### config.mk
export PLATFORM = sky130hd
export DESIGN_NAME = mac_rx_frame_arbiter
export DESIGN_NICKNAME = d
export VERILOG_FILES = /design/src/rtl/mac_rx_frame_arbiter.sv
export SDC_FILE = /design/constraint.sdc
export NUM_CORES = 1
export LEC_CHECK = 0
export ABC_AREA = 1
export ABC_CLOCK_PERIOD_IN_PS = 2300
export BUFFER_PORTS_ARGS = -buffer_cell sky130_fd_sc_hd__buf_2
export CAP_MARGIN = 10
export CORE_MARGIN = 2
export CORE_UTILIZATION = 23
export DETAILED_ROUTE_END_ITERATION = 12
export GPL_ROUTABILITY_DRIVEN = 0
export SYNTH_ARGS = -nofsm -noshare
export SYNTH_HDL_FRONTEND = slang
export SYNTH_SLANG_ARGS = --single-unit
### constraint.sdc
create_clock -name clk -period 2.3 [get_ports clk]
set_clock_uncertainty 0.15 [all_clocks]
set_input_delay 0.115 -clock clk [delete_from_list [all_inputs] [get_ports clk]]
set_output_delay 0.115 -clock clk [all_outputs]
set_load 0.03 [all_outputs]
### src/rtl/mac_rx_frame_arbiter.sv
// Frame-granular round-robin arbiter: merges NUM_PORTS MAC RX byte streams into one
// header-buffer stream without interleaving frames. Optional mid-frame watchdog: ARB_WATCHDOG_EN.
module mac_rx_frame_arbiter #(
   parameter int NUM_PORTS = 4,
   parameter int IDX_W     = 2,
   parameter int TIMEOUT   = 255
) (
   input  logic                   clk,
   input  logic                   rst,
   input  logic [NUM_PORTS-1:0]   in_valid,
   input  logic [8*NUM_PORTS-1:0] in_data,
   input  logic [NUM_PORTS-1:0]   in_last,
   output logic [NUM_PORTS-1:0]   in_ready,
   output logic                   out_valid,
   output logic [7:0]             out_data,
   output logic                   out_last,
   output logic [IDX_W-1:0]       out_port,
   output logic                   out_err,
   input  logic                   out_ready,
   output logic                   busy
);

   if (NUM_PORTS < 2 || NUM_PORTS > 16 || (1 << IDX_W) < NUM_PORTS ||
       TIMEOUT < 1 || TIMEOUT > 65535) begin : g_bad_cfg
      $error("mac_rx_frame_arbiter: unsupported parameter combination");
   end

   typedef enum logic [1:0] {
      IDLE  = 2'd0,
      XFER  = 2'd1
`ifdef ARB_WATCHDOG_EN
      ,ABORT = 2'd2
`endif
   } state_t;

   state_t           state;
   state_t           state_nxt;
   logic [IDX_W-1:0] gnt;
   logic [IDX_W-1:0] ptr;
   logic [IDX_W-1:0] cand;
   logic [IDX_W-1:0] pick_idx;
   logic             pick_vld;
   logic             last_beat;
   logic             wd_expire;

   // Round-robin search starting one past the last granted port
   always_comb begin
      pick_vld = 1'b0;
      pick_idx = '0;
      cand     = '0;
      for (int i = 1; i <= NUM_PORTS; i++) begin
         cand = IDX_W'((int'(ptr) + i) % NUM_PORTS);
         if (!pick_vld && in_valid[cand]) begin
            pick_vld = 1'b1;
            pick_idx = cand;
         end
      end
   end

   assign last_beat = in_valid[gnt] && out_ready && in_last[gnt];

`ifdef ARB_WATCHDOG_EN
   logic [15:0] wd_cnt;

   // Counts only upstream starvation; a downstream stall keeps in_valid high and clears it
   always_ff @(posedge clk or posedge rst) begin
      if (rst)
         wd_cnt <= '0;
      else if (state == XFER && !in_valid[gnt])
         wd_cnt <= wd_cnt + 16'd1;
      else
         wd_cnt <= '0;
   end

   assign wd_expire = (state == XFER) && !in_valid[gnt] && (wd_cnt == 16'(TIMEOUT - 1));
`else
   assign wd_expire = 1'b0;
`endif

   always_ff @(posedge clk or posedge rst) begin
      if (rst) begin
         state <= IDLE;
         gnt   <= '0;
         ptr   <= IDX_W'(NUM_PORTS - 1);
      end else begin
         state <= state_nxt;
         if (state == IDLE && pick_vld) begin
            gnt <= pick_idx;
            ptr <= pick_idx;
         end
      end
   end

   always_comb begin
      state_nxt = state;
      case (state)
         IDLE: begin
            if (pick_vld)
               state_nxt = XFER;
         end
         XFER: begin
            if (last_beat)
               state_nxt = IDLE;
`ifdef ARB_WATCHDOG_EN
            else if (wd_expire)
               state_nxt = ABORT;
`endif
         end
`ifdef ARB_WATCHDOG_EN
         ABORT: begin
            if (out_ready)
               state_nxt = IDLE;
         end
`endif
         default: state_nxt = IDLE;
      endcase
   end

   // XFER is a zero-latency pass-through; IDLE and ABORT drive constants
   always_comb begin
      in_ready  = '0;
      out_valid = 1'b0;
      out_data  = 8'h00;
      out_last  = 1'b0;
      out_err   = 1'b0;
      case (state)
         XFER: begin
            out_valid     = in_valid[gnt];
            out_data      = in_data[{gnt, 3'b000} +: 8];
            out_last      = in_last[gnt];
            in_ready[gnt] = out_ready;
         end
`ifdef ARB_WATCHDOG_EN
         ABORT: begin
            out_valid = 1'b1;
            out_last  = 1'b1;
            out_err   = 1'b1;
         end
`endif
         default: ;
      endcase
   end

   assign out_port = gnt;
   assign busy     = (state != IDLE);

   logic unused_wd;
   assign unused_wd = wd_expire;

endmodule

==> impl_results.md <==
- Outcome: completed
- # hold bufs at CTS: 1
- Rel. slew slack: a little under half
- Total CTS buffers: 3
- Synth top area share: around 16%
- End of the worst register-to-register path: state[0]
- Die width: between 60 and 70 µm
- Synthesized Nets: 182
- Largest family of logic cells by synthesized area: simple AND/OR/NAND/NOR gates
- Num rows: 21
- Critical path startpoint category: flip-flop
- CORE AREA: between 3000 and 4000 µm²
- Share of the clock period used by the worst path after layout: 91.23%
- Filler cells: roughly 390
- Ant. Diodes: 0
- Simple-Gate Fraction of Synth Area: between 50% and 60%
- Total grt overflow: 0
- PostCTS Resize Cnt: 0
- Gr usage total: roughly an eighth
- Crit end category: output port
- Clock latency on the worst-skew pair: 0.24 ns
- Setup TNS: 0 ns
- Die Ht: 64.51 µm
- Clock slew at reported path FFs: ~0.050 ns
- Max Buffers Root-to-Sink: 2
- Remaining antenna violation count: 0
- Clock sink count: 5
- Largest net degree at the start of global routing: 25
- Area leader, netlist: nand2_1
- 1st-pass router iterations: 4
- Worst Path Required: 2.04 ns
- Arrival time worst endpoint: around 1.8 ns
- Reg2Reg Depth: 8
- Syn Area/Cell: around 6 µm²
- Share of layout cells above drive strength 1: a little over two fifths
- Flop2flop setup slack: roughly 0.42 ns
- Synth-to-layout area growth: 40.27%
- Setup violators final: 0
- CTS tree: yes
- Min cycle time layout: approximately 2.1 ns
- Worst Path Class, Setup: reg -> out
- Worst setup path startpoint: out_port[1]
- Final hold vios: 0
- Avg Vias per Cell: between 4 and 5
- Synth cell types: 25
- Vias: between 1000 and 1500
- RSZ-0062 raised after global routing: no
- XOR/XNOR share of the synthesized area: 0%
- Slack of the critical path: just over 0.2 ns
- Peak supply drop: ~0.0011 V
- Worst-Margin Slew: 0.7862 ns
- Pre-CTS WS: about 0.42 ns
- Starting density of the core: ~25%
- Die ar.: 4161 µm²
- H-tree levels: 1
- CTS root buf: clkbuf_4
- Leak: between 0.0006 and 0.0007 µW
- Port bufs: 59
- Max Fanout on Critical Path: 24
- Critical-path top delay cell: dfrtp_1
- Initial antenna violation count: 0
- Mapped Cells: 139
- # IOs: ~60
- Post-DP HPWL: about 2200 µm
- Dpl cell area: around 1100 µm²
- Synth Area in Adders: 0%
- First-pass GRT wire length: 4119 µm
- Routed Wire Length: ~2700 µm
- Max incr delay on CP: around 0.66 ns
- Final Util: approximately a third
- Sequential area share after synthesis: about 15%
- Nets@finish: ~240
- EDFF count, synth: 0
- DRC: 0
- Initial DRC Count: 43
- CP most frequent cell: nor2_1
- Largest cells by area after synthesis: nand2_1, nand3_1, dfrtp_1
- Cells on Worst Hold Path: 6
- Multiplexer share of the synthesized area: 0%
- Synth warn: 0
- Yosys reg bits: 5
- # Post-CTS Setup Buffers: 0
- Main flop type after synthesis: dfrtp_1
- Vias in the first global route: 962
- CP endpoint: out_valid
- Crit path cell chain: nor2_4, inv_1, o22ai_1, nor2_1, nor2_1, buf_2
- Finished Cell Area: 1181 µm²
- Worst hold-check path type: in -> reg
- Max_cap viols: 0
- Synth Cell Area: approximately 840 µm²
- Cell Pwr Density: roughly 1500 nW/µm²
- Pins Over Slew Limit: 0
- Drt wl/cell: ~11 µm
- Asr flop ratio synth: 100.0%
- Max Freq: between 400 and 500 MHz
- Synth Area in Compound Gates: 18.57%
- Commonest non-fill, non-tap cells in the layout: buf_2, nand2_1, nand3_1
- R2R Path Start: out_port[1]
- Commonest non-fill, non-tap cell in the layout: buf_2
per-layer routing:
layer	vias to the layer above	routed length [µm]	share of wire (%)	GRT usage [%]
li1	582	-	-	-
met1	483	1175	43	16.42
met2	22	1453	53	21.09
met3	4	92	3.4	1.042
met4	0	22	0.80	3.989
met5	-	0	0	0
final cells by class:
class	count	area (µm²)	area share [%]
Sequential cell	5	127.6	10.81
Timing Repair Buffer	61	312.8	26.48
Clock buffer	4	26.28	2.225
Inverter	18	72.57	6.144
Tap cell	46	57.56	4.873
Multi-Input combinational cell	109	584.3	49.47
worst max-delay path, delay by kind of cell, from the launching register on:
| family | cells | cell delay (ns) |
|---|---|---|
| buffers and inverters | 2 | 0.30 |
| flip-flops | 1 | 0.66 |
| AND/OR/NAND/NOR | 3 | 0.51 |
| AO/OA/AOI/OAI | 1 | 0.11 |
synth_stat cells, types with 2 or more instances:
cell type	number
a22oi_1	8
a31oi_1	8
buf_4	2
buf_6	3
dfrtp_1	3
dfstp_2	2
inv_1	12
inv_2	5
nand2_1	37
nand2_2	9
nand3_1	24
nand4_1	2
nor2_1	9
nor2_4	3
o22ai_1	2
kinds of logic after synthesis:
| kind of cell | after synthesis |
|---|---|
| compound gates | 22 |
| other cells | 1 |
| simple gates | 86 |
| flops | 5 |
| buf+inv | 25 |
per-stage QoR:
stage	cells	power (µW)	hold WS (ns)
finish	243	1736	0.1035
global route	243	1892	0.1490
CTS	243	1750	0.09447
detailed placement	238	1634	-0.1256
global placement	238	1641	-0.1287
floorplan	139	1360	-0.2579
sequential cells by signal (all words and copies together) (netlist names):
| signal | flops |
|---|---|
| ptr | 2 |
| state | 1 |
| out_port | 2 |
how the worst min path moves through the flow:
| stage | to | from |
|---|---|---|
| 2_1_floorplan | out_port[0] | rst |
| 6_report | state[0] | out_ready |
| 3_3_place_gp | out_port[0] | rst |
| 3_5_place_dp | out_port[0] | rst |
| 5_1_grt | state[0] | out_ready |
| 4_1_cts | state[0] | out_ready |
where the power goes:
part | internal [µW] | switching (µW)
logic | 435 | 932
clock network | 65.7 | 37.9
registers | 140 | 127
Note: power is estimated with default switching activity, not from simulation.
